**src/rtl/vc_wrr_arbiter_pkg.sv**
```systemverilog
// Shared definitions for the VC weighted round-robin drain arbiter:
// default parameters, VC identifiers and FSM state encodings.
package vc_wrr_arbiter_pkg;

    localparam int BW_DEF     = 16;
    localparam int WEIGHT_DEF = 4;
    localparam int CNT_W_DEF  = 3;

    localparam logic VC0 = 1'b0;
    localparam logic VC1 = 1'b1;

    typedef enum logic [1:0] {
        IDLE  = 2'd0,
        RUN   = 2'd1,
        STALL = 2'd2
    } state_t;

endpackage

```
**src/rtl/vc_wrr_arbiter_if.sv**
```systemverilog
// Bundle of the VC FIFO read side and the egress FIFO write side seen by the arbiter.
// master = arbiter, slave = FIFO side.
interface vc_wrr_arbiter_if #(
    parameter int BW = 16
);
    logic [BW-1:0] vc0_data;
    logic          vc0_empty;
    logic [BW-1:0] vc1_data;
    logic          vc1_empty;
    logic          out_almost_full;
    logic          out_full;
    logic          vc0_rd;
    logic          vc1_rd;
    logic          out_wr;
    logic [BW-1:0] out_data;
    logic          out_vc;
    logic          error_output;

    modport master (
        input  vc0_data, vc0_empty, vc1_data, vc1_empty, out_almost_full, out_full,
        output vc0_rd, vc1_rd, out_wr, out_data, out_vc, error_output
    );

    modport slave (
        output vc0_data, vc0_empty, vc1_data, vc1_empty, out_almost_full, out_full,
        input  vc0_rd, vc1_rd, out_wr, out_data, out_vc, error_output
    );

endinterface

```
**src/rtl/vc_wrr_arbiter.sv**
```systemverilog
// Drains two VC FIFOs into one egress FIFO with weighted round-robin.
// VC0 gets up to WEIGHT back-to-back pops while VC1 waits, then VC1 gets one.
// Pop in cycle N, read data captured at the end of N+1, out_wr visible in N+2.
//
// state | meaning
// IDLE  | both VC FIFOs empty, nothing to pop
// RUN   | data pending and egress has room, pops are being issued
// STALL | data pending but egress almost full, no pops
module vc_wrr_arbiter
    import vc_wrr_arbiter_pkg::*;
#(
    parameter int BW     = BW_DEF,
    parameter int WEIGHT = WEIGHT_DEF,
    parameter int CNT_W  = CNT_W_DEF
) (
    input  logic              clk,
    input  logic              reset,
    vc_wrr_arbiter_if.master  bus
);

    localparam logic [CNT_W-1:0] WEIGHT_C = CNT_W'(WEIGHT);

    state_t            state;
    state_t            state_nxt;
    logic [CNT_W-1:0]  cnt;
    logic              rd0;
    logic              rd1;
    logic              any_data;
    logic              pend_v;
    logic              pend_vc;
    logic              out_wr_r;
    logic [BW-1:0]     out_data_r;
    logic              out_vc_r;
    logic              err_r;

    assign any_data = !bus.vc0_empty || !bus.vc1_empty;

    // Grant: at most one pop per cycle; almost_full margin covers the two words in flight.
    always_comb begin
        rd0 = 1'b0;
        rd1 = 1'b0;
        if (!reset && !bus.out_almost_full) begin
            if (!bus.vc0_empty && (bus.vc1_empty || cnt < WEIGHT_C)) begin
                rd0 = 1'b1;
            end else if (!bus.vc1_empty) begin
                rd1 = 1'b1;
            end
        end
    end

    // Consecutive-VC0 counter; only counts while VC1 is waiting, saturates at WEIGHT.
    always_ff @(posedge clk) begin
        if (reset) begin
            cnt <= '0;
        end else if (rd0) begin
            if (bus.vc1_empty) begin
                cnt <= '0;
            end else if (cnt != WEIGHT_C) begin
                cnt <= cnt + 1'b1;
            end
        end else if (rd1) begin
            cnt <= '0;
        end
    end

    // Pending stage: remembers which VC was popped so its data can be taken next cycle.
    always_ff @(posedge clk) begin
        if (reset) begin
            pend_v  <= 1'b0;
            pend_vc <= VC0;
        end else begin
            pend_v  <= rd0 || rd1;
            pend_vc <= rd1 ? VC1 : VC0;
        end
    end

    // Output register: push the captured word unless egress is full, in which case drop it.
    always_ff @(posedge clk) begin
        if (reset) begin
            out_wr_r   <= 1'b0;
            out_data_r <= '0;
            out_vc_r   <= VC0;
        end else begin
            out_wr_r <= pend_v && !bus.out_full;
            if (pend_v && !bus.out_full) begin
                out_data_r <= (pend_vc == VC1) ? bus.vc1_data : bus.vc0_data;
                out_vc_r   <= pend_vc;
            end
        end
    end

    // Sticky overflow flag, cleared only by reset.
    always_ff @(posedge clk) begin
        if (reset) begin
            err_r <= 1'b0;
        end else if (pend_v && bus.out_full) begin
            err_r <= 1'b1;
        end
    end

    // FSM state register.
    always_ff @(posedge clk) begin
        if (reset) begin
            state <= IDLE;
        end else begin
            state <= state_nxt;
        end
    end

    // FSM next state; empty flags already reflect the pop made on the previous edge.
    always_comb begin
        state_nxt = state;
        case (state)
            IDLE: begin
                if (any_data) begin
                    state_nxt = bus.out_almost_full ? STALL : RUN;
                end
            end
            RUN: begin
                if (bus.out_almost_full) begin
                    state_nxt = STALL;
                end else if (!any_data) begin
                    state_nxt = IDLE;
                end
            end
            STALL: begin
                if (!any_data) begin
                    state_nxt = IDLE;
                end else if (!bus.out_almost_full) begin
                    state_nxt = RUN;
                end
            end
            default: state_nxt = IDLE;
        endcase
    end

    assign bus.vc0_rd       = rd0;
    assign bus.vc1_rd       = rd1;
    assign bus.out_wr       = out_wr_r;
    assign bus.out_data     = out_data_r;
    assign bus.out_vc       = out_vc_r;
    assign bus.error_output = err_r;

endmodule

```
**src/flat_wrapper.sv**
```systemverilog
// flat-port wrapper written by rule: the top's interface ports become plain ports
module vc_wrr_arbiter_flat import vc_wrr_arbiter_pkg::*;
#(
    parameter int BW     = BW_DEF,
    parameter int WEIGHT = WEIGHT_DEF,
    parameter int CNT_W  = CNT_W_DEF
)
  (clk, reset, bus_vc0_data, bus_vc0_empty, bus_vc1_data, bus_vc1_empty, bus_out_almost_full, bus_out_full, bus_vc0_rd, bus_vc1_rd, bus_out_wr, bus_out_data, bus_out_vc, bus_error_output);
  vc_wrr_arbiter_if #(.BW(BW)) bus_i ();
  input  logic clk;
  input  logic reset;
  input wire logic [$bits(bus_i.vc0_data)-1:0] bus_vc0_data;
  input wire logic [$bits(bus_i.vc0_empty)-1:0] bus_vc0_empty;
  input wire logic [$bits(bus_i.vc1_data)-1:0] bus_vc1_data;
  input wire logic [$bits(bus_i.vc1_empty)-1:0] bus_vc1_empty;
  input wire logic [$bits(bus_i.out_almost_full)-1:0] bus_out_almost_full;
  input wire logic [$bits(bus_i.out_full)-1:0] bus_out_full;
  output wire logic [$bits(bus_i.vc0_rd)-1:0] bus_vc0_rd;
  output wire logic [$bits(bus_i.vc1_rd)-1:0] bus_vc1_rd;
  output wire logic [$bits(bus_i.out_wr)-1:0] bus_out_wr;
  output wire logic [$bits(bus_i.out_data)-1:0] bus_out_data;
  output wire logic [$bits(bus_i.out_vc)-1:0] bus_out_vc;
  output wire logic [$bits(bus_i.error_output)-1:0] bus_error_output;
  assign bus_i.vc0_data = bus_vc0_data;
  assign bus_i.vc0_empty = bus_vc0_empty;
  assign bus_i.vc1_data = bus_vc1_data;
  assign bus_i.vc1_empty = bus_vc1_empty;
  assign bus_i.out_almost_full = bus_out_almost_full;
  assign bus_i.out_full = bus_out_full;
  assign bus_vc0_rd = bus_i.vc0_rd;
  assign bus_vc1_rd = bus_i.vc1_rd;
  assign bus_out_wr = bus_i.out_wr;
  assign bus_out_data = bus_i.out_data;
  assign bus_out_vc = bus_i.out_vc;
  assign bus_error_output = bus_i.error_output;
  vc_wrr_arbiter #(.BW(BW), .WEIGHT(WEIGHT), .CNT_W(CNT_W)) u_core (.clk(clk), .reset(reset), .bus(bus_i));
endmodule
```
**config.mk**
```make
export PLATFORM = sky130hd
export DESIGN_NAME = vc_wrr_arbiter_flat
export DESIGN_NICKNAME = d
export VERILOG_FILES = /design/src/rtl/vc_wrr_arbiter_pkg.sv /design/src/rtl/vc_wrr_arbiter_if.sv /design/src/rtl/vc_wrr_arbiter.sv /design/src/flat_wrapper.sv
export SDC_FILE = /design/constraint.sdc
export NUM_CORES = 1
export LEC_CHECK = 0
export ABC_AREA = 1
export CORE_UTILIZATION = 58
export CTS_BUF_LIST = sky130_fd_sc_hd__clkbuf_8
export CTS_CLUSTER_SIZE = 8
export DETAILED_ROUTE_END_ITERATION = 10
export DONT_BUFFER_PORTS = 1
export GPL_ROUTABILITY_DRIVEN = 0
export PLACE_DENSITY_LB_ADDON = 0.15
export SLEW_MARGIN = 15
export SYNTH_ARGS = -nofsm -noshare
export SYNTH_HDL_FRONTEND = slang
export SYNTH_SLANG_ARGS = --single-unit
```
**constraint.sdc**
```tcl
create_clock -name clk -period 0.99 [get_ports clk]
set_input_delay 0.099 -clock clk [delete_from_list [all_inputs] [get_ports clk]]
set_output_delay 0.099 -clock clk [all_outputs]
set_load 0.01 [all_outputs]
```
* Yosys cells after proc, flatten, opt, wreduce, memory -nomap -nowiden *
Cells that the tools add are included.

cells by class
  muxes and demuxes = 11
  reduce and logical (&&, ||, !) cells = 12
  equality and inequality tests = 2
  magnitude comparators = 1
  add/sub/neg operators = 1

operators by type and width
  cell                   number
  $mux W16               1
  $mux W3                4
  $mux W1                6
  $ne A3 B3 Y1 const B   2
  $logic_and A1 B1 Y1    4
  $logic_not A1 Y1       4
  $add A3 B1 Y3 const B  1
  $lt A3 B3 Y1 const B   1
  $logic_or A1 B1 Y1     2
  $reduce_and A2 Y1      1
  $reduce_bool A2 Y1     1

storage, ports and cells
  word-level logic and storage cells = 34
  output and inout bits = 21
  input bits = 38
  register bits after elaboration = 24

* Depth between registers and ports, before layout *
  depth in word-level cells = 7
  depth in mapped cells = 7

* Worst setup path before layout *
OpenSTA, ideal clock, no wires.

  path type = register to register
  start = reg u_core.pend_v
  end = reg u_core.out_data_r[0] (netlist: u_core.bus.out_data[0])
  stages on the path, launching flop included = 7
  library setup time = 118 ps
  data required time = 872 ps
  setup slack = 4 ps
  arrival time = 868 ps
  path through = dfxtp_1 inv_2 nor2_8 inv_6 buf_12 a21oi_2 a21oi_2

on the way
  word-level cells in the longest chain between the ends = 1

RTL lines
  item                    RTL line              text
  from (decl)             vc_wrr_arbiter.sv:29  logic pend_v;
  from (signal assigned)  vc_wrr_arbiter.sv:72  pend_v <= rd0 || rd1;
  $logic_and A1 B1 Y1     vc_wrr_arbiter.sv:85  if (pend_v && !bus.out_full) begin
  to (signal assigned)    vc_wrr_arbiter.sv:86  out_data_r <= (pend_vc == VC1) ? bus.vc1_data : bus.vc0_data;
  to (decl)               vc_wrr_arbiter.sv:32  logic [BW-1:0] out_data_r;

No other way between the ends.
A chain may end at the register's enable or synchronous reset.

* Final worst setup path *
  start = reg u_core.pend_v
  end = reg u_core.out_data_r[10] (netlist: u_core.bus.out_data[10])

The elaborated chain is that of the path after synthesis.

==> out/summary.txt <==
Status = finished with violations
Violated checks = setup timing
Synth top area cells = dfxtp_1, a21oi_2, a21oi_1
# setup viols final = 4
Hold Crit Start = bus_vc1_data[3]
Final min period = 0.998 ns
Detailed Route WL = 3.13 mm
Vias in the first global route = 1,022
Global route overflow = 0
Largest net degree at the start of global routing = 18
Final Hold Viols = 0
Worst-margin pin slew = 0.279 ns
Setup slack at placement = -0.0104 ns
Synthesized area = 1140 sq um
Synthesis-stage register bit count = 24
DRC = 0
Buffers plus inverters on the worst setup path = 2
Post-synth cell types = 20
Hold Crit Depth = 2
CP Max Fanout = 17
Max-slew violations = 0
Req. time, crit path = 1.15 ns
Max_cap viols = 0
Routed vias/inst = 5.76
Filler instances = 100
R2R depth = 5
Synthesis warning total = 0
Total Routing Usage GR = 30.1%
Share of cells above drive strength 1 = 31.9%
Worst path arrival time = 1.16 ns
CTS H-tree lvls = 1
Layout area overhead = 33.2%
Post-synth top area cell = dfxtp_1
Final Cycle Share = 101%
Slew HR = 81.3%
Pwr/cell area = 1280 nW/um^2
RSZ-0062 raised after global routing = yes
Syn_nets = 178
Critical path cell sequence = inv_2 -> nor2_8 -> inv_6 -> a21oi_2 -> a21oi_2
Most used cell along the critical path = a21oi_2
Vias = 1,082
Synth top area share = 42.2%
Cell Rows = 15
Die Area = 2150 sq um
Clk slew on worst S/H paths = 0.08 ns
Drt wl/cell = 16.6 um
Worst R2R End = u_core.bus.out_data[10]
Min-Delay Path Class = in -> reg
Clock root buffer = clkbuf_8
Max frequency = 1.00 GHz
Post-detail-place hpwl = 1.73 mm
Clock skew = 0.00363 ns
Worst Setup End Kind = register
Hold Path End = u_core.bus.out_data[3]
Cells after Synth = 138
# diodes = 0
Core area = 1780 sq um
Worst Setup Slack, final = -0.00828 ns
Leak = 0.000627 uW
Initial DRC Count = 19
Clock sink total = 24
Crit-path leading delay family = flip-flops
CTS Buffer Depth = 2
Most frequent cells in the layout = nand2_1, a21oi_2, dlygate4sd3_1, dfxtp_1, a21oi_1
Register area share after synthesis = 42.2%
Clk_lat worst skew = 0.27 ns
Reg2reg setup slack = -0.008 ns
RR Startpoint = u_core.pend_v
Setup_tns = -0.0141 ns
Setup crit start kind = register
First-pass GRT wire length = 4.54 mm
Die Wd = 46.3 um
Average size of a mapped cell = 8.26 sq um
Drt pass-1 iters = 4
Starting Density = 63.9%
Num CTS Buffers = 3
IO buf count = 0
TritonCTS clock tree = done
Slowest CP cell = dfxtp_2
Post-DRT Antenna Nets = 0
# IOs = 59
Initial antenna violation count = 0
Worst VDD drop = 0.000959 V
Die Ht = 46.3 um
Nets = 205
Largest stage delay on the critical path = 0.35 ns
Most common cell after layout, fill and taps aside = nand2_1
Crit path kind = reg -> reg
-- kinds of logic after synthesis --
group | synth area share, %
AOI/OAI and AO/OA | 30.4
and+or+nand+nor | 15.9
DFF | 42.2
buffers and inverters | 9.33
adders and majority gates | 2.20
-- worst register-to-register path, stage by stage (launching register included) --
cell and delay [ns]:
dfxtp_2 0.35, inv_2 0.06, nor2_8 0.15, inv_6 0.12, a21oi_2 0.15, a21oi_2 0.07
-- sequential cells by signal, summed over array words and instances, names as in the netlist --
name,cells
u_core.pend_vc,1
u_core.bus.out_vc,1
u_core.bus.out_data,16
u_core.pend_v,1
u_core.bus.out_wr,1
u_core.cnt,3
u_core.bus.error_output,1
-- metrics by stage --
stage	power [uW]	utilization [%]	hold WS, ns	cell area [sq um]	cells
after CTS	1910	81.6	0.00120	1460	187
after floorplan	1250	-	0.168	1140	138
after detailed placement	1280	64.9	0.171	1160	161
final	1940	85.1	0.00188	1520	188
after global routing	2010	85.1	0.00968	1520	188
after global placement	1270	64.9	0.169	1160	161
-- metal layers --
layer | GRT usage (%) | wire length [um]
met2 | 56.9 | 1660
met3 | 4.71 | 184
met5 | 0 | 0
met1 | 31.9 | 1210
met4 | 12.9 | 69
-- cell usage after synthesis --
library cell	number
dfxtp_1	24
nand2_1	24
a21oi_1	19
a21oi_2	19
o21ai_1	9
inv_1	8
o21ai_0	8
nor2_1	6
nand3_1	4
inv_2	3
buf_2	2
buf_4	2
ha_1	2
nand2_2	2
buf_12	1
buf_6	1
inv_6	1
nand3_2	1
nor2_2	1
nor2_8	1
-- repair_timing --
item / 4_1_cts / 5_1_grt
hold endpoints to repair: 20 / 0
hold buffers: 20 / 0
gates resized for setup: 10 / 18
pin swaps: 1 / 3
endpoints found under the setup margin: 3 / 16
buffers inserted: 3 / 1
-- worst max-delay path by stage --
stage | cells past startpoint | start | slack, ns | to
finish | 5 | u_core.pend_v | -0.008 | u_core.bus.out_data[10]
global route | 5 | u_core.pend_v | -0.07 | u_core.bus.out_data[5]
CTS | 3 | u_core.cnt[2] | 0.008 | bus_vc0_rd
detailed placement | 5 | u_core.pend_v | -0.01 | u_core.bus.out_vc
global placement | 5 | u_core.pend_v | 0.06 | u_core.bus.out_vc
floorplan | 6 | u_core.pend_v | 0.004 | u_core.bus.out_data[0]
-- cell type report --
type,count,area (sq um),area share [%]
Clock buffer,3,41.3,2.72
Tap cell,25,31.3,2.06
Multi-Input combinational cell,96,619,40.8
Sequential cell,24,488,32.2
Inverter,12,50.0,3.30
Timing Repair Buffer,28,288,19.0
-- report_power, final --
part           total (uW)  switching [uW]  internal [uW]
Clock                 573             301            273
Combinational         307             163            143
Sequential           1060            52.5           1010
Note: power is estimated with default switching activity, not from simulation.
